<file path="config.mk">
export PLATFORM = sky130hd
export DESIGN_NAME = mult_ctrl
export DESIGN_NICKNAME = d
export VERILOG_FILES = /design/src/rtl/mult_ctrl.sv
export SDC_FILE = /design/constraint.sdc
export NUM_CORES = 1
export LEC_CHECK = 0
export CORE_AREA = 2 2 39 41
export CTS_CLUSTER_SIZE = 14
export DETAILED_ROUTE_END_ITERATION = 6
export DIE_AREA = 0 0 41 43
export DONT_BUFFER_PORTS = 1
export PLACE_DENSITY = 0.43
export SYNTH_ARGS = -nofsm -noshare
export SYNTH_HDL_FRONTEND = slang
export SYNTH_SLANG_ARGS = --single-unit
</file>
<file path="constraint.sdc">
create_clock -name Mult_Ctrl_Clock -period 1.23 [get_ports Mult_Ctrl_Clock]
set_input_delay 0.1845 -clock Mult_Ctrl_Clock [delete_from_list [all_inputs] [get_ports Mult_Ctrl_Clock]]
set_output_delay 0.1845 -clock Mult_Ctrl_Clock [all_outputs]
set_load 0.1 [all_outputs]
</file>
<file path="src/rtl/mult_ctrl.sv">
// Sequencing controller for a shift-and-add multiplier: it issues Load, then
// alternating Add/Shift over WIDTH iterations, then a one-cycle Done pulse.
module mult_ctrl #(
  parameter int WIDTH = 4
) (
  input  logic Mult_Ctrl_Clock,
  input  logic Mult_Ctrl_Reset_n,
  input  logic Mult_Ctrl_Start,
  input  logic Mult_Ctrl_Abort,
  input  logic Mult_Ctrl_Q_LSB,
  output logic Mult_Ctrl_Load,
  output logic Mult_Ctrl_Add,
  output logic Mult_Ctrl_Shift,
  output logic Mult_Ctrl_Busy,
  output logic Mult_Ctrl_Done
);

  localparam int CW = $clog2(WIDTH + 1);
  localparam logic [CW-1:0] CNT_INIT = CW'(WIDTH);
  localparam logic [CW-1:0] CNT_ONE  = CW'(1);

  typedef enum logic [2:0] {
    S_IDLE  = 3'd0,
    S_LOAD  = 3'd1,
    S_ADD   = 3'd2,
    S_SHIFT = 3'd3,
    S_DONE  = 3'd4
  } state_t;

  state_t          state_q, state_d;
  logic [CW-1:0]   cnt_q, cnt_d;

  always_ff @(posedge Mult_Ctrl_Clock) begin
    if (!Mult_Ctrl_Reset_n) begin
      state_q <= S_IDLE;
      cnt_q   <= '0;
    end else begin
      state_q <= state_d;
      cnt_q   <= cnt_d;
    end
  end

  // Abort only matters while the datapath is being driven; DONE always retires.
  always_comb begin
    state_d = state_q;
    cnt_d   = cnt_q;
    case (state_q)
      S_IDLE: begin
        if (Mult_Ctrl_Start) state_d = S_LOAD;
      end
      S_LOAD: begin
        if (Mult_Ctrl_Abort) begin
          state_d = S_IDLE;
          cnt_d   = '0;
        end else begin
          state_d = S_ADD;
          cnt_d   = CNT_INIT;
        end
      end
      S_ADD: begin
        if (Mult_Ctrl_Abort) begin
          state_d = S_IDLE;
          cnt_d   = '0;
        end else begin
          state_d = S_SHIFT;
        end
      end
      S_SHIFT: begin
        if (Mult_Ctrl_Abort) begin
          state_d = S_IDLE;
          cnt_d   = '0;
        end else begin
          cnt_d   = cnt_q - CNT_ONE;
          state_d = (cnt_q == CNT_ONE) ? S_DONE : S_ADD;
        end
      end
      S_DONE: begin
        state_d = S_IDLE;
      end
      default: begin
        state_d = S_IDLE;
        cnt_d   = '0;
      end
    endcase
  end

  always_comb begin
    Mult_Ctrl_Load  = (state_q == S_LOAD);
    Mult_Ctrl_Add   = (state_q == S_ADD) && Mult_Ctrl_Q_LSB;
    Mult_Ctrl_Shift = (state_q == S_SHIFT);
    Mult_Ctrl_Done  = (state_q == S_DONE);
    Mult_Ctrl_Busy  = (state_q != S_IDLE);
  end

endmodule

</file>
==> flow_metrics.env, run 1 <==
export IMPL_outcome="finished, violations left"
export IMPL_relSlewSlack_pct=81.9
export IMPL_initial_utilization_pct=26.0
export IMPL_fin_cells=71
export IMPL_first_pass_iters=6
export IMPL_row_count=14
export IMPL_synthDistinctLibCells=24
export IMPL_multiInputGateArea_sq_um=274
export IMPL_cp_arrival_ns=1.14
export IMPL_rsz0062_at_grt="true"
export IMPL_critPathMaxStageDelay_ns=0.40
export IMPL_route_detailed_drc=0
export IMPL_post_route_min_period_ns=1.32
export IMPL_drv_cap=0
export IMPL_cts_sinks=6
export IMPL_cts_hold_buffers=0
export IMPL_drt_iter0_markers=7
export IMPL_grt_pass1_vias=362
export IMPL_synthArstFlopShare_pct=0
export IMPL_worst_pin_slew_ns=0.269
export IMPL_clock_latency_ns=0.24
export IMPL_cts_tree="built"
export IMPL_finalSetupViolations=5
export IMPL_die_h_um=43
export IMPL_worstPathRequired_ns=1.05
export IMPL_die_w_um=41
export IMPL_vias=350
export IMPL_fillers=138
export IMPL_cts_buffers=3
export IMPL_cellPowerDensity_nw_per_um2=826
export IMPL_syn_to_final_growth_pct=71.9
export IMPL_antenna_found_initial=0
export IMPL_finalCritPeriodShare_pct=107
export IMPL_p_leak_nw=0.237
export IMPL_fin_skew_ns=0.0000611
export IMPL_drive_gt1_share_pct=54.5
export IMPL_fp_coreArea_sq_um=1380
export IMPL_end_kind="output pin"
export IMPL_synth_fp_nets=50
export IMPL_clock_fmax_ghz=0.757
export IMPL_cpLargestDelayFamily="flip-flops"
export IMPL_yosys_warnings=0
export IMPL_vdd_drop_max_mv=0.595
export IMPL_place_hpwl_um=605
export IMPL_cts_root_buf="clkbuf_4"
export IMPL_drt_total_wl_um=964
export IMPL_synth_enable_flop_cells=0
export IMPL_totalPowerFinal_mw=0.512
export IMPL_cts_path_max_buffers=2
export IMPL_pin_count=10
export IMPL_violations="setup timing"
export IMPL_gr_total_overflow=0
export IMPL_gp_congestion=0.769
export IMPL_crit_fanout=6
export IMPL_cp_cell_sequence="inv_4 -> nor3b_4 -> buf_12"
export IMPL_dp_cells=61
export IMPL_track_usage_pct=12.8
export IMPL_crit_type="flop to output pin"
export IMPL_hold_violations=0
export IMPL_grt_max_degree=8
export IMPL_path_clk_slew_ns=0.04
export IMPL_synth_seq_area_share_pct=33.3
export IMPL_htree_levels=1
export IMPL_crit_buf_inv=2
export IMPL_syn_cell_area_sq_um=360
export IMPL_maxSlewViolCount=0
export IMPL_dieArea_sq_um=1760
export IMPL_start_kind="flop"
export IMPL_antennaDiodeCount=0
export IMPL_grt_pass1_wl_um=1590
export IMPL_port_buffers=0
export IMPL_cp_slowest_cell="dfxtp_4"
export IMPL_synth_ff_latch_count=6
export IMPL_fin_ws_ns=-0.0911
export IMPL_hold_path_class="input port to flop"
export IMPL_detail_route_antenna_nets=0
export IMPL_netlist_instances=43
export IMPL_syn_area_per_cell_sq_um=8.38
export IMPL_wl_per_cell_um=13.6
export IMPL_seq_area_sq_um=133
export IMPL_ys_flop_type="dfxtp_1"
export IMPL_nets=64
export IMPL_drt_vias_per_instance=4.93
layout by cell type (no fill, tap or decap), types with 2 or more instances in the layout:
cell / Yosys / layout
nand2b_1: 2 / 2
o21a_1: 3 / 3
dfxtp_4: 0 / 3
buf_4: 1 / 7
clkbuf_4: 0 / 3
inv_1: 4 / 2
and3_1: 3 / 2
buf_12: 0 / 5
dfxtp_1: 6 / 2
nor3_1: 2 / 2
nor3b_4: 0 / 3
repair_timing:
item                       4_1_cts  5_1_grt
setup endpoints to repair        6        6
buffers inserted                 3        4
gates resized for setup          6        6
gates cloned                     0        0
pin swaps                        0        4
worst reg2reg max path, cell delays in order, from the launching register on:
cell and delay, ns:
dfxtp_2 0.32, inv_1 0.10, ha_4 0.22, nor4_2 0.30
o21a_1 0.16
final timing paths:
check / startpoint / endpoint / slack, ns / depth (start not counted)
max: state_q[1] / Mult_Ctrl_Shift / -0.09 / 3
min: Mult_Ctrl_Reset_n / cnt_q[0] / 0.06 / 1
max reg2reg: cnt_q[0] / cnt_q[1] / 0.08 / 4
min reg2reg: cnt_q[2] / cnt_q[2] / 0.47 / 2
kinds of logic after synthesis:
group | after synthesis | synth area share [%]
AO/OA/AOI/OAI | 9 | 16.3
adder cells (fa/ha/maj) | 2 | 6.94
buffers and inverters | 7 | 10.8
flip-flops | 6 | 33.3
AND/OR/NAND/NOR | 19 | 32.6
state kept, by name (all words and copies together) (netlist names):
name,flops
cnt_q,3
state_q,3
synth_stat cells (2+ instances only):
cell,number,area share [%]
and3_1,3,5.2
dfxtp_1,6,33
ha_1,2,6.9
inv_1,4,4.2
nand2_1,2,2.1
nand2b_1,2,3.5
nor3_1,2,2.8
nor3b_1,3,6.2
nor4_1,2,3.5
o21a_1,3,6.2
cell type report:
| type | instances | share of cell area, % |
|---|---|---|
| multi-input cells | 30 | 44.2 |
| repair buffers | 12 | 24.6 |
| flip-flops and latches | 6 | 21.4 |
| clock buffers | 3 | 3.64 |
| well taps | 16 | 3.23 |
| inverters | 4 | 2.83 |
through the flow:
| stage | setup WS, ns | TNS (ns) | util (%) | cell area [sq um] | hold WS [ns] |
|---|---|---|---|---|---|
| after CTS | -0.0915 | -0.227 | 40.8 | 564 | 0.0573 |
| after global placement | 0.0650 | 0 | 36.0 | 498 | 0.306 |
| final | -0.0911 | -0.248 | 44.8 | 619 | 0.0611 |
| after detailed placement | 0.0560 | 0 | 36.0 | 498 | 0.308 |
| after floorplan | -0.279 | -0.889 | - | 412 | 0.302 |
| after global routing | -0.152 | -0.488 | 44.8 | 619 | 0.0611 |
power by group:
group	internal, mW	switching (mW)	leakage, nW
combinational	0.0547	0.0733	0.171
sequential	0.198	0.0115	0.0515
clock	0.110	0.0640	0.0138
total	0.363	0.149	0.237
routing by layer:
metal | vias up | track usage, % | wire (um)
li1 | 178 | - | -
met1 | 165 | 14.2 | 360
met5 | - | 0 | 0
met2 | 5 | 21.3 | 545
met3 | 2 | 6.28 | 41
met4 | 0 | 2.00 | 17
(Power assumes the default switching activity.)
==> inputs of run 2 (changes only) <==
--- a/config.mk
+++ b/config.mk
@@ -5,6 +5,7 @@
 export SDC_FILE = /design/constraint.sdc
 export NUM_CORES = 1
 export LEC_CHECK = 0
+export ABC_AREA = 1
 export CORE_AREA = 2 2 39 41
 export CTS_CLUSTER_SIZE = 14
 export DETAILED_ROUTE_END_ITERATION = 6
==> constraint.sdc (replaced) <==
create_clock -name Mult_Ctrl_Clock -period 1.3 [get_ports Mult_Ctrl_Clock]
set_input_delay 0.195 -clock Mult_Ctrl_Clock [delete_from_list [all_inputs] [get_ports Mult_Ctrl_Clock]]
set_output_delay 0.195 -clock Mult_Ctrl_Clock [all_outputs]
set_load 0.1 [all_outputs]
==> run 2 against run 1 <==
The run still ends with setup timing left. Power increased by 9.9%. First-iteration DRC count decreased by 71%. Setup slack improved by 0.030 ns. Largest power group unchanged. Wire length decreased by 30%.
==> flow_metrics.env, run 2 <==
export IMPL_fillers=151
export IMPL_synth_compound_area_share_pct=5.57
export IMPL_hold_path_class="input port to flop"
export IMPL_gp_congestion=0.752
export IMPL_utilization_pct=39.6
export IMPL_vdd_drop_max_mv=0.680
export IMPL_wl_per_cell_um=8.54
export IMPL_drt_vias_per_instance=4.11
export IMPL_r2r_start="state_q[2]"
export IMPL_critPathMaxStageDelay_ns=0.34
export IMPL_place_ws_ns=0.160
export IMPL_htree_levels=1
export IMPL_synth_simple_gate_area_share_pct=39.4
export IMPL_post_dp_cell_area_sq_um=507
export IMPL_vias=325
export IMPL_syn_to_final_growth_pct=52.6
export IMPL_drt_iter0_markers=2
export IMPL_dp_cells=75
export IMPL_cts_root_buf="clkbuf_4"
export IMPL_path_clk_slew_ns=0.05
export IMPL_clock_fmax_ghz=0.734
export IMPL_relSlewSlack_pct=84.4
export IMPL_drv_cap=0
export IMPL_cp_slowest_cell="dfxtp_4"
export IMPL_synthArstFlopShare_pct=0
export IMPL_fin_setup_tns_ns=-0.0940
export IMPL_first_pass_iters=4
export IMPL_ys_flop_type="dfxtp_1"
export IMPL_rsz0062_at_grt="true"
export IMPL_drive_gt1_share_pct=41.3
export IMPL_maxSlewViolCount=0
export IMPL_cpLargestDelayFamily="simple AND/OR/NAND/NOR gates"
export IMPL_initial_utilization_pct=25.9
export IMPL_netlist_instances=54
export IMPL_synth_common_cells="12 x nand2_1, 10 x inv_1, 8 x nor2_1"
export IMPL_gr_total_overflow=0
export IMPL_crit_buf_inv=2
export IMPL_detail_route_antenna_nets=0
export IMPL_r2r_slack_ns=0.25
export IMPL_fin_cells=79
export IMPL_violations="setup timing"
export IMPL_finalCritPeriodShare_pct=105
export IMPL_synth_area_top_cells="dfxtp_1 33%, nand2_1 13%, inv_1 10%, nor2_1 8.4%, ha_1 7.0%"
export IMPL_reg2reg_to="cnt_q[0]"
export IMPL_pin_count=10
export IMPL_cp_arrival_ns=1.17
export IMPL_synth_fp_nets=61
export IMPL_worst_hold_path_num_cells=3
export IMPL_multiInputGateArea_sq_um=223
export IMPL_seq_area_sq_um=126
export IMPL_hold_start="Mult_Ctrl_Abort"
export IMPL_final_common_cell="nand2_1"
export IMPL_cts_tree="built"
export IMPL_synth_ff_latch_count=6
export IMPL_grt_pass1_wl_um=1230
export IMPL_fp_coreArea_sq_um=1380
export IMPL_grt_pass1_vias=313
export IMPL_crit_type="flop to output pin"
export IMPL_clock_latency_ns=0.24
export IMPL_finalSetupViolations=2
export IMPL_track_usage_pct=10.4
export IMPL_holdPathEnd="cnt_q[1]"
export IMPL_syn_area_per_cell_sq_um=6.65
export IMPL_rr_worst_depth=5
export IMPL_antenna_found_initial=0
export IMPL_cts_path_max_buffers=2
export IMPL_largestRegisters="cnt_q (3), state_q (3)"
export IMPL_cts_hold_buffers=0
export IMPL_worst_pin_slew_ns=0.233
export IMPL_cts_buffers=3
export IMPL_dieArea_sq_um=1760
export IMPL_cts_sinks=6
export IMPL_end_kind="output pin"
export IMPL_antennaDiodeCount=0
export IMPL_fin_ws_ns=-0.0615
export IMPL_cellPowerDensity_nw_per_um2=1030
export IMPL_yosysTopAreaCell="dfxtp_1"
export IMPL_synthAdderAreaFrac_pct=6.97
export IMPL_worstPathRequired_ns=1.11
export IMPL_row_count=14
export IMPL_start_kind="flop"
export IMPL_synth_mux_area_share_pct=0
export IMPL_nets=72
export IMPL_post_route_min_period_ns=1.36
export IMPL_synth_seq_area_share_pct=33.4
export IMPL_synth_top_family_by_area="simple AND/OR/NAND/NOR gates"
export IMPL_synth_most_common_cell="nand2_1"
export IMPL_port_buffers=0
export IMPL_die_w_um=41
export IMPL_synth_enable_flop_cells=0
export IMPL_grt_max_degree=7
export IMPL_synthDistinctLibCells=14
export IMPL_synth_xor_xnor_area_share_pct=0
export IMPL_drt_total_wl_um=675
export IMPL_crit_fanout=3
export IMPL_layout_common_cells="11 x nand2_1, 9 x inv_1, 5 x buf_12"
export IMPL_yosys_warnings=0
export IMPL_cp_cell_sequence="or2_4 -> nor2_4 -> inv_2 -> buf_12"
export IMPL_route_detailed_drc=0
export IMPL_place_hpwl_um=556
export IMPL_yosysTopAreaCellShare_pct=33.4
export IMPL_design_area_sq_um=548
export IMPL_die_h_um=43
export IMPL_p_leak_nw=0.232
export IMPL_syn_cell_area_sq_um=359
export IMPL_fin_skew_ns=0.00701
export IMPL_hold_violations=0
export IMPL_outcome="finished, violations left"
run 2: cell types whose count changed after synthesis, sizes merged, moves of 2 or more:
cell and change:
nand2 +12, o21a -3, inv +7, nand2b -2, o21ai -2, nand3 +3, a21oi +3, nor4 -2
buf -2, nor2 +9, and3 -2, nor3 -2, nor3b -3
run 2: cells by family (layout without fill, tap and decap cells):
kind of cell	after synthesis	count (layout)
simple gates	30	30
buf+inv	12	21
flops	6	6
compound gates	4	4
fa+ha+maj	2	2
run 2: repair_timing:
item                                    CTS  global route
endpoints found under the setup margin    3             4
buffers inserted                          1             0
pin swaps                                 2             1
gates resized for setup                   2             3
run 2: layout make-up:
type	instances	area share [%]
multi-input combinational	36	40.6
sequential	6	23.1
timing repair buffer	7	21.0
inverter	11	7.53
clock buffer	3	4.11
tap	16	3.65
run 2: worst max path at each step:
stage,to,cells past startpoint,startpoint
global route,Mult_Ctrl_Busy,4,state_q[1]
finish,Mult_Ctrl_Busy,4,state_q[1]
floorplan,Mult_Ctrl_Done,3,state_q[1]
global placement,Mult_Ctrl_Busy,4,state_q[1]
CTS,Mult_Ctrl_Busy,4,state_q[1]
detailed placement,Mult_Ctrl_Busy,4,state_q[1]
run 2: report_power, final:
| group | switching, mW | internal (mW) | total (mW) |
|---|---|---|---|
| logic | 0.124 | 0.0680 | 0.192 |
| registers | 0.00810 | 0.192 | 0.200 |
| clock network | 0.0655 | 0.104 | 0.170 |
run 2: per-layer routing:
metal	routed length [um]	GRT usage, %	part of all wire [%]
met5	0	0	0
met3	68	6.81	10
met1	269	12.3	40
met4	0	2.00	0
met2	338	15.3	50
run 2: metrics by stage:
step	hold WS [ns]	power [mW]
after floorplan	0.360	0.342
after global placement	0.415	0.393
after detailed placement	0.410	0.393
after CTS	0.155	0.563
after global routing	0.159	0.595
final	0.159	0.562
run 2: worst min-delay path: stages:
cell     delay [ns]
nor2_1         0.02
nand2_1        0.07
a21oi_1        0.06
